## config.mk

```make
export PLATFORM = sky130hd
export DESIGN_NAME = trig_capture_ctrl_flat
export DESIGN_NICKNAME = d
export VERILOG_FILES = /design/src/rtl/trig_capture_ctrl_if.sv /design/src/rtl/trig_capture_ctrl.sv /design/src/flat_wrapper.sv
export SDC_FILE = /design/constraint.sdc
export NUM_CORES = 1
export LEC_CHECK = 0
export CORE_MARGIN = 2
export CORE_UTILIZATION = 35
export DETAILED_ROUTE_END_ITERATION = 6
export PLACE_DENSITY = 0.67
export SYNTH_ARGS = -nofsm -noshare
export SYNTH_HDL_FRONTEND = slang
export SYNTH_SLANG_ARGS = --single-unit
```

## constraint.sdc

```tcl
create_clock -name clk -period 2.55 [get_ports clk]
set_clock_uncertainty 0.05 [all_clocks]
set_input_delay 0.765 -clock clk [delete_from_list [all_inputs] [get_ports clk]]
set_output_delay 0.765 -clock clk [all_outputs]
set_load 0.03 [all_outputs]
```

## src/rtl/trig_capture_ctrl_if.sv

```systemverilog
// Bundle of the capture controller's run/trigger inputs and its status outputs.
// The controller connects through the slave modport; whoever drives run/trigger
// inputs (command/config block, or a bench) connects through the master modport.
interface trig_capture_ctrl_if #(
  parameter int CH_N  = 5,
  parameter int POS_W = 9
);
  logic              run;
  logic              armed;
  logic [CH_N-1:0]   ch_trig;
  logic [CH_N-1:0]   ch_en;
  logic              protTrig;
  logic              smpl_en;
  logic [POS_W-1:0]  trig_pos;
  logic              clr_done;
  logic              triggered;
  logic              capture_done;
  logic              wrt_smpl;
  logic [POS_W-1:0]  post_cnt;
  logic [2:0]        state_o;

  modport master (
    output run, armed, ch_trig, ch_en, protTrig, smpl_en, trig_pos, clr_done,
    input  triggered, capture_done, wrt_smpl, post_cnt, state_o
  );

  modport slave (
    input  run, armed, ch_trig, ch_en, protTrig, smpl_en, trig_pos, clr_done,
    output triggered, capture_done, wrt_smpl, post_cnt, state_o
  );
endinterface

```

## src/rtl/trig_capture_ctrl.sv

```systemverilog
// Capture-run sequencer for the logic-analyzer trigger path.
// Qualifies protTrig with the enabled per-channel triggers, walks a run through
// pre-trigger fill, armed, post-trigger counting and done, and produces the
// sample-RAM write enable plus triggered/capture_done status.
// Optional build macro TRIG_QUALIFY_EN: when defined, the trigger condition must
// hold on two consecutive sample strobes in ARMED before the trigger is taken.
module trig_capture_ctrl #(
  parameter int CH_N  = 5,
  parameter int POS_W = 9
) (
  input logic              clk,
  input logic              rst_n,
  trig_capture_ctrl_if.slave bus
);

  typedef enum logic [2:0] {
    IDLE  = 3'd0,
    FILL  = 3'd1,
    ARMED = 3'd2,
    POST  = 3'd3,
    DONE  = 3'd4
  } state_t;

  state_t            state_q, state_d;
  logic [POS_W-1:0]  post_cnt_q, post_cnt_d;
  logic [POS_W-1:0]  cnt_inc;
  logic [CH_N-1:0]   ch_ok;
  logic              trig_cond;
  logic              take_trig;

  // A disabled channel never blocks the trigger; enabled channels must all agree.
  assign ch_ok     = bus.ch_trig | ~bus.ch_en;
  assign trig_cond = bus.protTrig & (&ch_ok);
  assign cnt_inc   = post_cnt_q + POS_W'(1);

`ifdef TRIG_QUALIFY_EN
  logic qual_q, qual_d;

  // The trigger fires only on a strobe whose predecessor strobe also saw trig_cond.
  assign take_trig = bus.smpl_en & trig_cond & qual_q;

  // Remember whether the last strobe in ARMED saw trig_cond; forget it outside ARMED.
  always_comb begin
    qual_d = qual_q;
    if (state_q == ARMED && bus.smpl_en) begin
      qual_d = trig_cond;
    end
    if (state_d != ARMED) begin
      qual_d = 1'b0;
    end
  end

  // Qualifier register.
  always_ff @(posedge clk) begin
    if (!rst_n) begin
      qual_q <= 1'b0;
    end else begin
      qual_q <= qual_d;
    end
  end
`else
  assign take_trig = trig_cond;
`endif

  // Next-state and post-trigger counter; run dropping aborts any active phase.
  always_comb begin
    state_d    = state_q;
    post_cnt_d = post_cnt_q;
    case (state_q)
      IDLE: begin
        if (bus.run) state_d = FILL;
      end
      FILL: begin
        if (!bus.run)       state_d = IDLE;
        else if (bus.armed) state_d = ARMED;
      end
      ARMED: begin
        if (!bus.run) begin
          state_d = IDLE;
        end else if (take_trig) begin
          post_cnt_d = '0;
          state_d    = (bus.trig_pos == '0) ? DONE : POST;
        end
      end
      POST: begin
        if (!bus.run) begin
          state_d = IDLE;
        end else if (bus.smpl_en) begin
          post_cnt_d = cnt_inc;
          if (cnt_inc == bus.trig_pos) state_d = DONE;
        end
      end
      DONE: begin
        if (bus.clr_done) state_d = IDLE;
      end
      default: begin
        state_d = IDLE;
      end
    endcase
  end

  // State and counter registers with synchronous active-low reset.
  always_ff @(posedge clk) begin
    if (!rst_n) begin
      state_q    <= IDLE;
      post_cnt_q <= '0;
    end else begin
      state_q    <= state_d;
      post_cnt_q <= post_cnt_d;
    end
  end

  assign bus.triggered    = (state_q == POST) || (state_q == DONE);
  assign bus.capture_done = (state_q == DONE);
  assign bus.wrt_smpl     = bus.smpl_en &
                            ((state_q == FILL) || (state_q == ARMED) || (state_q == POST));
  assign bus.post_cnt     = post_cnt_q;
  assign bus.state_o      = state_q;

endmodule
```

## src/flat_wrapper.sv

```systemverilog
// flat-port wrapper written by rule: the top's interface ports become plain ports
module trig_capture_ctrl_flat 
#(
  parameter int CH_N  = 5,
  parameter int POS_W = 9
)
  (clk, rst_n, bus_run, bus_armed, bus_ch_trig, bus_ch_en, bus_protTrig, bus_smpl_en, bus_trig_pos, bus_clr_done, bus_triggered, bus_capture_done, bus_wrt_smpl, bus_post_cnt, bus_state_o);
  trig_capture_ctrl_if #(.CH_N(CH_N), .POS_W(POS_W)) bus_i ();
  input logic clk;
  input logic rst_n;
  input wire logic [$bits(bus_i.run)-1:0] bus_run;
  input wire logic [$bits(bus_i.armed)-1:0] bus_armed;
  input wire logic [$bits(bus_i.ch_trig)-1:0] bus_ch_trig;
  input wire logic [$bits(bus_i.ch_en)-1:0] bus_ch_en;
  input wire logic [$bits(bus_i.protTrig)-1:0] bus_protTrig;
  input wire logic [$bits(bus_i.smpl_en)-1:0] bus_smpl_en;
  input wire logic [$bits(bus_i.trig_pos)-1:0] bus_trig_pos;
  input wire logic [$bits(bus_i.clr_done)-1:0] bus_clr_done;
  output wire logic [$bits(bus_i.triggered)-1:0] bus_triggered;
  output wire logic [$bits(bus_i.capture_done)-1:0] bus_capture_done;
  output wire logic [$bits(bus_i.wrt_smpl)-1:0] bus_wrt_smpl;
  output wire logic [$bits(bus_i.post_cnt)-1:0] bus_post_cnt;
  output wire logic [$bits(bus_i.state_o)-1:0] bus_state_o;
  assign bus_i.run = bus_run;
  assign bus_i.armed = bus_armed;
  assign bus_i.ch_trig = bus_ch_trig;
  assign bus_i.ch_en = bus_ch_en;
  assign bus_i.protTrig = bus_protTrig;
  assign bus_i.smpl_en = bus_smpl_en;
  assign bus_i.trig_pos = bus_trig_pos;
  assign bus_i.clr_done = bus_clr_done;
  assign bus_triggered = bus_i.triggered;
  assign bus_capture_done = bus_i.capture_done;
  assign bus_wrt_smpl = bus_i.wrt_smpl;
  assign bus_post_cnt = bus_i.post_cnt;
  assign bus_state_o = bus_i.state_o;
  trig_capture_ctrl #(.CH_N(CH_N), .POS_W(POS_W)) u_core (.clk(clk), .rst_n(rst_n), .bus(bus_i));
endmodule
```

* After elaboration in Yosys (flattened, before gate mapping)
Index checks and enable logic that the tools add are counted.
** Word-level totals
- Bits in registers :: 12
- Output and inout bits :: 15
- Word-level logic and storage cells :: 47
** Operators by class
- $add $sub $neg :: 1
- Eq/ne operators :: 15
- Muxes and demuxes :: 16
- Bitwise operators :: 4
- Reduce and logical (&&, ||, !) cells :: 9
** Operators by type and width (number)
- $mux W9 :: 4
- $mux W3 :: 10
- $pmux W9 S2 :: 1
- $pmux W3 S5 :: 1
- $ne A2 B2 Y1 const B :: 5
- $reduce_and A5 Y1 :: 2
- $add A9 B1 Y9 const B :: 1
- $eq A9 B9 Y1 :: 1
- $logic_not A9 Y1 :: 1
- $eq A3 B2 Y1 const B :: 2
- $ne A3 B2 Y1 const B :: 2
- $ne A3 B3 Y1 const B :: 2
- $reduce_and A6 Y1 :: 1
- $not A5 Y5 :: 1
- $or A5 B5 Y5 :: 1
- $eq A3 B1 Y1 const B :: 1
- $eq A3 B3 Y1 const B :: 1
- $logic_not A3 Y1 :: 1
- $logic_or A1 B1 Y1 :: 3
- $and A1 B1 Y1 :: 2
- $ne A2 B1 Y1 const B :: 1
- $reduce_bool A2 Y1 :: 1

* Longest topological paths before layout
- Depth in word-level cells :: 7
- Mapped depth :: 7
- Mapped depth without buffers :: 7

* Worst setup path before layout
No wires, ideal clock.
- Kind :: register to register
- Start point :: reg u_core.post_cnt_q[0], in the netlist u_core.bus.post_cnt[0]
- End point :: reg u_core.state_q[2], in the netlist u_core.bus.state_o[2]
- Library setup time :: 0.066 ns
- Arrival :: 2.410 ns
- Path slack :: 0.024 ns
- Cell stages (with the launch flop) :: 8
- Buffers on the path :: 0
- Period minus slack after synthesis :: 2.526 ns
- Cell sequence :: dfxtp_1 > ha_1 > nor2b_1 > or3_1 > a311o_1 > a211o_1 > a2111o_1 > a21oi_2
** On the way
- Cells in the longest elaborated chain, start to end :: 4
** Ends and longest elaborated chain
- start, declared :: line trig_capture_ctrl.sv:25 : logic [POS_W-1:0] post_cnt_q, post_cnt_d;
- start signal, assigned :: line trig_capture_ctrl.sv:109 : post_cnt_q <= post_cnt_d;
- $add A9 B1 Y9 :: line trig_capture_ctrl.sv:34 : assign cnt_inc = post_cnt_q + POS_W'(1);
- $eq A9 B9 Y1 :: line trig_capture_ctrl.sv:90 : if (cnt_inc == bus.trig_pos) state_d = DONE;
- $ne A3 B2 Y1 (no source line)
- $reduce_and A6 Y1 (no source line)
- end signal, assigned :: line trig_capture_ctrl.sv:108 : state_q <= state_d;
- end, declared :: line trig_capture_ctrl.sv:24 : state_t state_q, state_d;
Every way passes these cells.
A chain may end at the register's enable or synchronous reset.

* Worst setup path in the final report
- Start point :: in bus_trig_pos[2]
- End point :: reg u_core.state_q[2], in the netlist u_core.bus.state_o[2]
** On the way
- Cells in the longest elaborated chain, start to end :: 5
** Ends and longest elaborated chain
- start, declared :: line flat_wrapper.sv:17 : input wire logic [$bits(bus_i.trig_pos)-1:0] bus_trig_pos;
- $logic_not A9 Y1 :: line trig_capture_ctrl.sv:82 : state_d = (bus.trig_pos == '0) ? DONE : POST;
- $mux W3 :: line trig_capture_ctrl.sv:82
- $mux W3 :: line trig_capture_ctrl.sv:80 : end else if (take_trig) begin
- $mux W3 :: line trig_capture_ctrl.sv:78 : if (!bus.run) begin
- $pmux W3 S5 :: line trig_capture_ctrl.sv:69 : case (state_q)
Parallel ways exist; a longest one is shown, timed or not. The select of a mux whose other input is x is not followed.

==> flow_metrics.env <==
export IMPL_synth_warnings=0
export IMPL_nNetsFinal=220
export IMPL_cpMaxStageDelayCell="a2111o_1"
export IMPL_critPathLaunchType="primary input"
export IMPL_clock_sinks=12
export IMPL_cp_buffers_inverters=1
export IMPL_max_freq_mhz=412
export IMPL_gp_congestion=0.874
export IMPL_detail_route_first_pass_iterations=4
export IMPL_tightest_slew_ns=0.422
export IMPL_dr_first_iter_drc_count=21
export IMPL_overflow=0
export IMPL_tns_ns=0
export IMPL_synth_fp_nets=163
export IMPL_rows=19
export IMPL_cp_cell_sequence="dlygate4sd2_1, nor2b_1, or3_1, a311o_1, a211o_1, a2111o_1, a21oi_2"
export IMPL_antenna_cells=0
export IMPL_die_x_um=57.7
export IMPL_pre_cts_slack_ns=-0.449
export IMPL_placedInstanceArea_um2=1550
export IMPL_antenna_found_initial=0
export IMPL_boundaryPins=41
export IMPL_cts_tree="built"
export IMPL_drv_cap=0
export IMPL_worstHoldPathType="reg2reg"
export IMPL_drive_above_1_share_pct=16.7
export IMPL_cp_data_arrival_time_ns=2.62
export IMPL_worst_slack_ns=0.120
export IMPL_cts_buffer_depth=2
export IMPL_worstPathRequired_ns=2.74
export IMPL_wl_um=3090
export IMPL_ant_nets=0
export IMPL_netlist_instances=136
export IMPL_ys_flop_type="dfxtp_1"
export IMPL_run_status="finished, final reports clean"
export IMPL_cts_hold_buffers=0
export IMPL_via_per_inst=5.50
export IMPL_dp_cells=219
export IMPL_slowest_delay_ns=0.38
export IMPL_die_area_um2=3330
export IMPL_power_density_nw_per_um2=441
export IMPL_clock_latency_ns=0.30
export IMPL_hold_violations=0
export IMPL_initial_utilization_pct=36.6
export IMPL_die_y_um=57.7
export IMPL_synth_seq_area_share_pct=23.8
export IMPL_worstSetupPathType="in2reg"
export IMPL_synth_edf_count=0
export IMPL_syn_area_um2=1010
export IMPL_cts_buffers=3
export IMPL_clk_pin_slew_ns=0.09
export IMPL_slew_headroom_pct=71.8
export IMPL_drv_slew=0
export IMPL_synth_cell_type_count=43
export IMPL_ys_seq_elements=12
export IMPL_cp_max_fo=4
export IMPL_htreeDepth=1
export IMPL_area_growth_syn_to_layout_pct=57.7
export IMPL_portBuffers=40
export IMPL_async_flop_share_pct=0
export IMPL_period_minus_slack_ns=2.43
export IMPL_drc=0
export IMPL_hpwl_um=2400
export IMPL_grt_usage_pct=19.2
export IMPL_core_region_area_um2=2760
export IMPL_grt_pass1_wl_um=5030
export IMPL_timing_final_crit_share_pct=95.3
export IMPL_rsz0062_at_grt="no"
export IMPL_fin_area_um2=1590
export IMPL_cts_root_buf="clkbuf_4"
export IMPL_fillers=272
export IMPL_crit_path_end_kind="register"
export IMPL_post_drt_wl_per_cell_um=13.8
export IMPL_grt_pass1_vias=1134
export IMPL_ir_drop_v=0.000453
export IMPL_power_leakage_nw=0.596
export IMPL_grt_max_degree=15
export IMPL_path_delay_family="compound AO/OA/AOI/OAI gates"
export IMPL_stdcell_count=223
export IMPL_avgSynthCellArea_um2=7.42
export IMPL_num_vias=1227
export IMPL_setup_violations=0
-- layer usage --
| metal | wire length (µm) | global-route usage, % | vias up |
|---|---|---|---|
| met3 | 197 | 5.36 | 9 |
| met5 | 0 | 0 | - |
| met1 | 1450 | 24.8 | 562 |
| met2 | 1400 | 30.4 | 42 |
| met4 | 47 | 7.31 | 0 |
| li1 | - | - | 614 |
-- per-stage QoR --
| stage | total power, mW | hold slack [ns] | util, % |
|---|---|---|---|
| 6_report | 0.702 | 0.466 | 57.8 |
| 5_1_grt | 0.745 | 0.545 | 57.8 |
| 4_1_cts | 0.709 | 0.470 | 57.4 |
| 3_5_place_dp | 0.543 | 0.438 | 56.2 |
| 3_3_place_gp | 0.541 | 0.439 | 56.2 |
| 2_1_floorplan | 0.402 | 0.553 | - |
-- final timing paths --
kind	start	endpoint	slack (ns)	cells past startpoint
max reg2reg	u_core.bus.post_cnt[0]	u_core.bus.state_o[2]	0.28	7
min	u_core.bus.post_cnt[8]	u_core.bus.post_cnt[8]	0.47	1
min reg2reg	u_core.bus.post_cnt[8]	u_core.bus.post_cnt[8]	0.47	1
max	bus_trig_pos[2]	u_core.bus.state_o[2]	0.12	7
-- logic make-up (layout without fill, tap and decap cells) --
kind of cell / after synthesis / in the layout / share of synthesized area (%)
compound gates: 40 / 40 / 27.5
buf+inv: 11 / 67 / 5.08
mux: 1 / 1 / 1.12
fa+ha+maj: 1 / 1 / 1.24
flops: 12 / 12 / 23.8
xor+xnor: 9 / 9 / 7.81
simple gates: 62 / 62 / 33.5
-- layout make-up --
class / instances / area, µm² / area share, %
multi-input combinational: 113 / 728 / 45.7
timing repair buffer: 58 / 531 / 33.3
sequential: 12 / 240 / 15.1
tap: 31 / 38.8 / 2.44
clock buffer: 4 / 36.3 / 2.28
inverter: 5 / 18.8 / 1.18
-- worst register-to-register path: stages, from the launching register on --
cell and delay (ns):
dfxtp_1 0.34, ha_1 0.29, nor2b_1 0.09, or3_1 0.35, a311o_1 0.35, a211o_1 0.25
a2111o_1 0.38, a21oi_2 0.12
-- synth_stat cells (all sizes together) (3+ instances only) --
master	instances	area, µm²
nor2b	6	37.5
o21a	3	22.5
nand2	15	56.3
a21boi	4	30.0
o21ai	5	25.0
o211ai	4	30.0
buf	4	25.0
nor2	8	30.0
nand3	6	30.0
dfxtp	12	240
nor3	5	25.0
xnor2	7	61.3
nand4	4	31.3
inv	5	18.8
a31oi	5	31.3
a21oi	9	48.8
-- placed cells by master (no fill, tap or decap), types with 2 or more instances in the layout --
cell type	Yosys	routed
dlygate4sd2_1	0	2
a21oi_1	8	8
dfxtp_1	12	12
nor2_1	8	8
inv_1	5	5
or2_2	2	2
a21boi_0	4	4
nand2b_1	2	2
xnor2_1	7	6
nand2_1	15	15
clkbuf_4	0	3
clkdlybuf4s50_1	0	37
nand3_1	6	6
o21ai_0	5	5
nor2b_1	6	5
nor4_1	2	2
o21a_1	3	3
o211ai_1	4	4
buf_4	2	19
nor3b_1	2	2
or3_1	2	2
nor3_1	5	5
nand4_1	3	3
a31oi_1	5	5
nand3b_1	2	2
xor2_1	2	2
a211o_1	2	2
and3_1	2	2
-- report_power, final --
part	internal, mW	switching (mW)
registers	0.200	0.00601
clock network	0.0872	0.0771
logic	0.159	0.172
-- what timing repair did --
action                                  4_1_cts  5_1_grt
endpoints found under the setup margin        2        2
setup buffers                                 0        0
pin swaps                                     0        2
gates resized for setup                       2        2
-- flip-flops by register name, indices dropped and copies added (netlist names) --
name,count
u_core.bus.post_cnt,9
u_core.bus.state_o,3
Note: power is estimated with default switching activity, not from simulation.
